File: src/rtl/muldiv_pkg.sv
// Shared encodings for the EX-stage multiply/divide unit.
package muldiv_pkg;

  localparam int unsigned DATA_W_DEF = 32;

  localparam logic [1:0] FUNC_MULTU = 2'b00;
  localparam logic [1:0] FUNC_MULT  = 2'b01;
  localparam logic [1:0] FUNC_DIVU  = 2'b10;
  localparam logic [1:0] FUNC_DIV   = 2'b11;

  typedef enum logic [1:0] {
    ST_IDLE = 2'd0,
    ST_BUSY = 2'd1,
    ST_DONE = 2'd2
  } state_t;

endpackage

File: src/rtl/muldiv_if.sv
// Pipeline-side bundle of the multiply/divide unit: operands/control in, HI/LO and status out.
interface muldiv_if #(
  parameter int unsigned DATA_W = muldiv_pkg::DATA_W_DEF
);

  logic              i_step;
  logic              i_start;
  logic [1:0]        i_func;
  logic [DATA_W-1:0] i_rs_reg;
  logic [DATA_W-1:0] i_rt_reg;
  logic              i_mthi;
  logic              i_mtlo;
  logic [DATA_W-1:0] o_hi;
  logic [DATA_W-1:0] o_lo;
  logic              o_busy;
  logic              o_done;

  modport master (
    output i_step, i_start, i_func, i_rs_reg, i_rt_reg, i_mthi, i_mtlo,
    input  o_hi, o_lo, o_busy, o_done
  );

  modport slave (
    input  i_step, i_start, i_func, i_rs_reg, i_rt_reg, i_mthi, i_mtlo,
    output o_hi, o_lo, o_busy, o_done
  );

endinterface

File: src/rtl/muldiv_signfix.sv
// Conditional two's-complement negation of a HI/LO pair, either as two
// independent words or (wide = 1) as one double-width value controlled by neg_lo.
module muldiv_signfix #(
  parameter int unsigned W = 32
) (
  input  logic [W-1:0] hi_in,
  input  logic [W-1:0] lo_in,
  input  logic         neg_hi,
  input  logic         neg_lo,
  input  logic         wide,
  output logic [W-1:0] hi_out,
  output logic [W-1:0] lo_out
);

  logic [2*W-1:0] joined_c;
  logic [2*W-1:0] joined_neg_c;

  always_comb begin
    joined_c     = {hi_in, lo_in};
    joined_neg_c = -joined_c;
    hi_out       = neg_hi ? -hi_in : hi_in;
    lo_out       = neg_lo ? -lo_in : lo_in;
    if (wide) begin
      {hi_out, lo_out} = neg_lo ? joined_neg_c : joined_c;
    end
  end

endmodule

File: src/rtl/ex_muldiv_unit.sv
// Iterative MULT/MULTU/DIV/DIVU unit with private HI/LO, one radix-2 step per i_step.
// Optional build macro MULDIV_ZERO_SKIP_EN finishes zero-operand operations on the start step.
module ex_muldiv_unit
  import muldiv_pkg::*;
#(
  parameter int unsigned DATA_W = DATA_W_DEF,
  parameter int unsigned CNT_W  = 5
) (
  input  logic     clk,
  input  logic     rst,
  muldiv_if.slave  bus
);

  localparam int unsigned W2 = 2 * DATA_W;

  state_t             state_q, state_d;
  logic [CNT_W-1:0]   cnt_q, cnt_d;
  logic [W2-1:0]      acc_q, acc_d;
  logic [DATA_W-1:0]  opb_q, opb_d;
  logic               is_div_q, is_div_d;
  logic               neg_hi_q, neg_hi_d;
  logic               neg_lo_q, neg_lo_d;
  logic [DATA_W-1:0]  hi_q, hi_d;
  logic [DATA_W-1:0]  lo_q, lo_d;
  logic               busy_q, busy_d;
  logic               done_q, done_d;

  logic               is_div_c, is_signed_c, rs_neg_c, rt_neg_c, rt_zero_c, last_c;
  logic [DATA_W-1:0]  mag_a_c, mag_b_c, fix_hi_c, fix_lo_c;
  logic [DATA_W-1:0]  addend_c, div_diff_c, div_rem_c;
  logic [DATA_W:0]    mul_sum_c, div_shl_c;
  logic               div_ge_c;
  logic [W2-1:0]      iter_c;

  // Decode of the incoming request
  always_comb begin
    is_div_c    = (bus.i_func == FUNC_DIVU) || (bus.i_func == FUNC_DIV);
    is_signed_c = (bus.i_func == FUNC_MULT) || (bus.i_func == FUNC_DIV);
    rs_neg_c    = is_signed_c & bus.i_rs_reg[DATA_W-1];
    rt_neg_c    = is_signed_c & bus.i_rt_reg[DATA_W-1];
    rt_zero_c   = (bus.i_rt_reg == '0);
    last_c      = (cnt_q == CNT_W'(DATA_W - 1));
  end

  muldiv_signfix #(.W(DATA_W)) u_pre (
    .hi_in  (bus.i_rs_reg),
    .lo_in  (bus.i_rt_reg),
    .neg_hi (rs_neg_c),
    .neg_lo (rt_neg_c),
    .wide   (1'b0),
    .hi_out (mag_a_c),
    .lo_out (mag_b_c)
  );

  // One iteration: shift-add (multiplier in acc low half) or restoring shift-subtract
  always_comb begin
    addend_c   = acc_q[0] ? opb_q : '0;
    mul_sum_c  = {1'b0, acc_q[W2-1:DATA_W]} + {1'b0, addend_c};
    div_shl_c  = {acc_q[W2-1:DATA_W], acc_q[DATA_W-1]};
    div_ge_c   = (div_shl_c >= {1'b0, opb_q});
    div_diff_c = div_shl_c[DATA_W-1:0] - opb_q;
    div_rem_c  = div_ge_c ? div_diff_c : div_shl_c[DATA_W-1:0];
    iter_c     = is_div_q ? {div_rem_c, acc_q[DATA_W-2:0], div_ge_c}
                          : {mul_sum_c, acc_q[DATA_W-1:1]};
  end

  muldiv_signfix #(.W(DATA_W)) u_post (
    .hi_in  (iter_c[W2-1:DATA_W]),
    .lo_in  (iter_c[DATA_W-1:0]),
    .neg_hi (neg_hi_q),
    .neg_lo (neg_lo_q),
    .wide   (~is_div_q),
    .hi_out (fix_hi_c),
    .lo_out (fix_lo_c)
  );

  // Next-state and datapath update; nothing moves unless i_step is high
  always_comb begin
    state_d  = state_q;
    cnt_d    = cnt_q;
    acc_d    = acc_q;
    opb_d    = opb_q;
    is_div_d = is_div_q;
    neg_hi_d = neg_hi_q;
    neg_lo_d = neg_lo_q;
    hi_d     = hi_q;
    lo_d     = lo_q;
    busy_d   = busy_q;
    done_d   = done_q;
    if (bus.i_step) begin
      case (state_q)
        ST_IDLE, ST_DONE: begin
          state_d = ST_IDLE;
          busy_d  = 1'b0;
          done_d  = 1'b0;
          if (bus.i_start) begin
            // Divide-by-zero keeps the quotient unsigned so LO stays all ones
            state_d  = ST_BUSY;
            busy_d   = 1'b1;
            cnt_d    = '0;
            is_div_d = is_div_c;
            opb_d    = is_div_c ? mag_b_c : mag_a_c;
            acc_d    = {DATA_W'(0), (is_div_c ? mag_a_c : mag_b_c)};
            neg_hi_d = rs_neg_c;
            neg_lo_d = (rs_neg_c ^ rt_neg_c) & ~(is_div_c & rt_zero_c);
`ifdef MULDIV_ZERO_SKIP_EN
            if ((bus.i_rs_reg == '0) || rt_zero_c) begin
              state_d = ST_DONE;
              busy_d  = 1'b0;
              done_d  = 1'b1;
              hi_d    = (is_div_c && rt_zero_c) ? bus.i_rs_reg : '0;
              lo_d    = (is_div_c && rt_zero_c) ? '1 : '0;
            end
`endif
          end else begin
            if (bus.i_mthi) hi_d = bus.i_rs_reg;
            if (bus.i_mtlo) lo_d = bus.i_rs_reg;
          end
        end
        ST_BUSY: begin
          acc_d = iter_c;
          cnt_d = cnt_q + CNT_W'(1);
          if (last_c) begin
            hi_d    = fix_hi_c;
            lo_d    = fix_lo_c;
            state_d = ST_DONE;
            busy_d  = 1'b0;
            done_d  = 1'b1;
          end
        end
        default: begin
          state_d = ST_IDLE;
          busy_d  = 1'b0;
          done_d  = 1'b0;
        end
      endcase
    end
  end

  always_ff @(posedge clk or negedge rst) begin
    if (!rst) begin
      state_q  <= ST_IDLE;
      cnt_q    <= '0;
      acc_q    <= '0;
      opb_q    <= '0;
      is_div_q <= 1'b0;
      neg_hi_q <= 1'b0;
      neg_lo_q <= 1'b0;
      hi_q     <= '0;
      lo_q     <= '0;
      busy_q   <= 1'b0;
      done_q   <= 1'b0;
    end else begin
      state_q  <= state_d;
      cnt_q    <= cnt_d;
      acc_q    <= acc_d;
      opb_q    <= opb_d;
      is_div_q <= is_div_d;
      neg_hi_q <= neg_hi_d;
      neg_lo_q <= neg_lo_d;
      hi_q     <= hi_d;
      lo_q     <= lo_d;
      busy_q   <= busy_d;
      done_q   <= done_d;
    end
  end

  assign bus.o_hi   = hi_q;
  assign bus.o_lo   = lo_q;
  assign bus.o_busy = busy_q;
  assign bus.o_done = done_q;

endmodule

File: src/flat_wrapper.sv
// flat-port wrapper written by rule: the top's interface ports become plain ports
module ex_muldiv_unit_flat import muldiv_pkg::*;
#(
  parameter int unsigned DATA_W = DATA_W_DEF,
  parameter int unsigned CNT_W  = 5
)
  (clk, rst, bus_i_step, bus_i_start, bus_i_func, bus_i_rs_reg, bus_i_rt_reg, bus_i_mthi, bus_i_mtlo, bus_o_hi, bus_o_lo, bus_o_busy, bus_o_done);
  muldiv_if #(.DATA_W(DATA_W)) bus_i ();
  input  logic clk;
  input  logic rst;
  input wire logic [$bits(bus_i.i_step)-1:0] bus_i_step;
  input wire logic [$bits(bus_i.i_start)-1:0] bus_i_start;
  input wire logic [$bits(bus_i.i_func)-1:0] bus_i_func;
  input wire logic [$bits(bus_i.i_rs_reg)-1:0] bus_i_rs_reg;
  input wire logic [$bits(bus_i.i_rt_reg)-1:0] bus_i_rt_reg;
  input wire logic [$bits(bus_i.i_mthi)-1:0] bus_i_mthi;
  input wire logic [$bits(bus_i.i_mtlo)-1:0] bus_i_mtlo;
  output wire logic [$bits(bus_i.o_hi)-1:0] bus_o_hi;
  output wire logic [$bits(bus_i.o_lo)-1:0] bus_o_lo;
  output wire logic [$bits(bus_i.o_busy)-1:0] bus_o_busy;
  output wire logic [$bits(bus_i.o_done)-1:0] bus_o_done;
  assign bus_i.i_step = bus_i_step;
  assign bus_i.i_start = bus_i_start;
  assign bus_i.i_func = bus_i_func;
  assign bus_i.i_rs_reg = bus_i_rs_reg;
  assign bus_i.i_rt_reg = bus_i_rt_reg;
  assign bus_i.i_mthi = bus_i_mthi;
  assign bus_i.i_mtlo = bus_i_mtlo;
  assign bus_o_hi = bus_i.o_hi;
  assign bus_o_lo = bus_i.o_lo;
  assign bus_o_busy = bus_i.o_busy;
  assign bus_o_done = bus_i.o_done;
  ex_muldiv_unit #(.DATA_W(DATA_W), .CNT_W(CNT_W)) u_core (.clk(clk), .rst(rst), .bus(bus_i));
endmodule
File: config.mk
export PLATFORM = sky130hd
export DESIGN_NAME = ex_muldiv_unit_flat
export DESIGN_NICKNAME = d
export VERILOG_FILES = /design/src/rtl/muldiv_pkg.sv /design/src/rtl/muldiv_if.sv /design/src/rtl/muldiv_signfix.sv /design/src/rtl/ex_muldiv_unit.sv /design/src/flat_wrapper.sv
export SDC_FILE = /design/constraint.sdc
export NUM_CORES = 1
export LEC_CHECK = 0
export BUFFER_PORTS_ARGS = -buffer_cell sky130_fd_sc_hd__buf_4
export CORE_MARGIN = 5
export CORE_UTILIZATION = 60
export CTS_BUF_LIST = sky130_fd_sc_hd__clkbuf_2 sky130_fd_sc_hd__clkbuf_4 sky130_fd_sc_hd__clkbuf_8
export CTS_CLUSTER_DIAMETER = 30
export DETAILED_ROUTE_END_ITERATION = 16
export PLACE_DENSITY = 0.8
export SLEW_MARGIN = 30
export SYNTH_ARGS = -nofsm -noshare
export SYNTH_HDL_FRONTEND = slang
export SYNTH_SLANG_ARGS = --single-unit
File: constraint.sdc
create_clock -name clk -period 12.4 [get_ports clk]
set_clock_uncertainty 0.05 [all_clocks]
set_input_delay 3.1 -clock clk [delete_from_list [all_inputs] [get_ports clk]]
set_output_delay 3.1 -clock clk [all_outputs]
set_load 0.01 [all_outputs]
==> out/metrics.csv <==
metric,value,unit
clk_latency,510,ps
cts_hold_buf,0,
synth.top_cell.area_share,27.0,%
grt_max_degree,88,
cp-end-kind,register,
cts_root_buffer,clkbuf_8,
worstMarginPinSlew,992,ps
port_buffers,137,
min_path_type,register to register,
nNetsFinal,2283,
relSlewSlack,33.4,%
worst-r2r-setup-slack,6260,ps
finalSetupViolations,0,
synth_edf_count,0,
critPathMaxFanout,10,
antenna_found_initial,0,
p_clk_share,7.7,%
switchingPower,3.10,mW
pwr_density_cell,316,nW/µm²
synthToLayoutAreaGrowth,9.96,%
cts_tree,done,
p_int,2.39,mW
first_iter_violations,2397,
cap_violations,0,
via_per_inst,6.70,
grt_use_total,39.2,%
worstPathRequired,12720,ps
drc,0,
hold_viol_final,0,
syn_inst,2084,
fin_crit,6140,ps
ys_types,94,
reg2reg_depth,19,
drtPass1Iterations,8,
clk_pin_slew,120,ps
die_w,172,µm
irDropWorstVdd,0.178,mV
synthArstFlopShare,100,%
start_util,60.7,%
hpwl,44900,µm
switching_share,56.5,%
syn_avg_cell_area,7.57,µm²
power_leakage,7.45,nW
reg2reg_from,u_core.acc_q[41],
cts_max_path_buffers,2,
drive_above_1_share,12.2,%
drv_slew,0,
clock-sinks,170,
io_pins,138,
yosys.area.top_type,dfrtp_1,
ys.flop_type,dfrtp_1,
wl_per_cell,23.6,µm
p_comb_share,72.3,%
p_total,5.48,mW
mostFrequentLayoutCells,"nand2_1, a21oi_1, o21ai_0",
fmax,163,MHz
grt_pass1_vias,15800,
syn-num-nets,2228,
ys_seq_area_share,27.0,%
critPathKind,register to register,
post_cts_resized,0,
pwr-share-seq,20.0,%
htreeDepth,4,
dieHeight,172,µm
synth.area.top_cells,"dfrtp_1, a21oi_1, o21ai_0, nand2_1, ha_1",
rsz0062_at_grt,no,
drt-total-wl,58600,µm
cp.arrival,6460,ps
hold-path-endpoint,u_core.bus.o_hi[12],
grt.overflow.total,0,
layout_commonest_cell,nand2_1,
regToRegEndpoint,u_core.bus.o_hi[4],
start_kind,register,
hold-path-cell-count,2,
worstHoldStart,u_core.bus.o_hi[12],
gp_congestion,1.02,
post_cts_buffers,0,
synthesis.area,15800,µm²
ys_ff_latch,170,
num_rows,59,
dieArea,29600,µm²
fillers,2302,
core,26000,µm²
status,finished clean,
ys_warn_count,0,
cts_buffers,17,
fin_setup_tns,0,ps
vias,16700,
ant_nets,0,
grt_pass1_wl,90000,µm
fin_crit_sh,49.5,%
-- power groups by stage --
stage	registers [mW]	logic, mW	clock network, mW
after floorplan	1.00	2.69	0
after global placement	1.08	3.79	0
after detailed placement	1.09	3.84	0
after global routing	1.12	4.26	0.443
final	1.10	3.96	0.421
after CTS	1.08	3.86	0.422
-- worst max path at each step --
stage,start,to,slack [ps],depth (start not counted)
2_1_floorplan,bus_i_rs_reg[6],u_core.acc_q[30],6590,11
3_3_place_gp,bus_i_rs_reg[6],u_core.acc_q[30],6010,12
3_5_place_dp,bus_i_rs_reg[6],u_core.acc_q[30],5950,12
4_1_cts,u_core.acc_q[41],u_core.bus.o_hi[4],6450,19
5_1_grt,u_core.opb_q[6],u_core.bus.o_hi[4],6000,21
6_report,u_core.acc_q[41],u_core.bus.o_hi[4],6260,19
-- metrics by stage --
| step | setup slack [ps] | hold slack [ps] | instances | cell area [µm²] | util [%] |
|---|---|---|---|---|---|
| after floorplan | 6590 | 413 | 2084 | 15800 | - |
| after global placement | 6010 | 418 | 2455 | 16900 | 65.2 |
| after detailed placement | 5950 | 426 | 2455 | 16900 | 65.2 |
| after CTS | 6450 | 452 | 2487 | 17300 | 66.8 |
| after global routing | 6000 | 486 | 2487 | 17400 | 66.8 |
| final | 6260 | 452 | 2488 | 17400 | 66.8 |
-- registers in the layout (all words and copies together) (netlist names) --
signal	cells
u_core.state_q	2
u_core.acc_q	64
u_core.opb_q	32
u_core.bus.o_hi	32
u_core.cnt_q	5
u_core.neg_lo_q	1
u_core.neg_hi_q	1
u_core.bus.o_lo	32
u_core.is_div_q	1
-- critical path, stage by stage, from the launching register on --
cell and delay (ps):
dfrtp_1 490, ha_1 430, a21oi_1 260, o21ai_1 240, o41ai_4 790, a21oi_2 300
a21oi_1 240, ha_1 220, o21ai_0 110, nand2b_1 210, nand2b_1 230, nand2b_1 240
nand2b_1 410, or2_2 450, nand2_1 270, o21ai_0 180, xor2_1 260, nor2_1 120
a21oi_1 360, o21ai_0 140
-- per-layer routing --
metal  global-route usage (%)  share of wire [%]  up-vias
li1                         -                  -     7625
met1                     52.2                 39     7797
met2                     61.9                 45     1071
met3                     7.48                 10      174
met4                     18.1                5.3        0
met5                        0                  0        -
-- synth_stat cells, drive strengths merged (24+ instances only) --
cell	count
a21o	27
a21oi	248
and2	49
buf	27
clkbuf	95
dfrtp	170
ha	70
inv	66
mux2	27
mux2i	32
nand2	255
nand3	25
nand4	28
nor2	197
nor3	49
o211ai	24
o21ai	220
xnor2	77
xor2	76
-- area by class of cell --
type	count	area (µm²)	area share, %
multi-input combinational	1726	10800	62.4
sequential	170	4260	24.5
timing repair buffer	158	1190	6.88
tap	335	419	2.42
inverter	66	248	1.43
clock buffer	17	234	1.35
clock inverter	15	168	0.966
antenna	1	2.50	0.0144
-- kinds of logic (layout without fill, tap and decap cells) --
kind of cell               Yosys count  count (layout)  synth area share (%)
other                                0               1                     0
muxes                               59              59                  3.96
adders and majority gates           72              72                  5.80
xor gates and xnor gates           153             153                  8.49
buffers and inverters              188             256                  4.66
and+or+nand+nor                    734             734                  22.4
DFF                                170             170                  27.0
AOI/OAI and AO/OA                  708             708                  27.7
No activity file was read; power rests on OpenSTA's default activity.
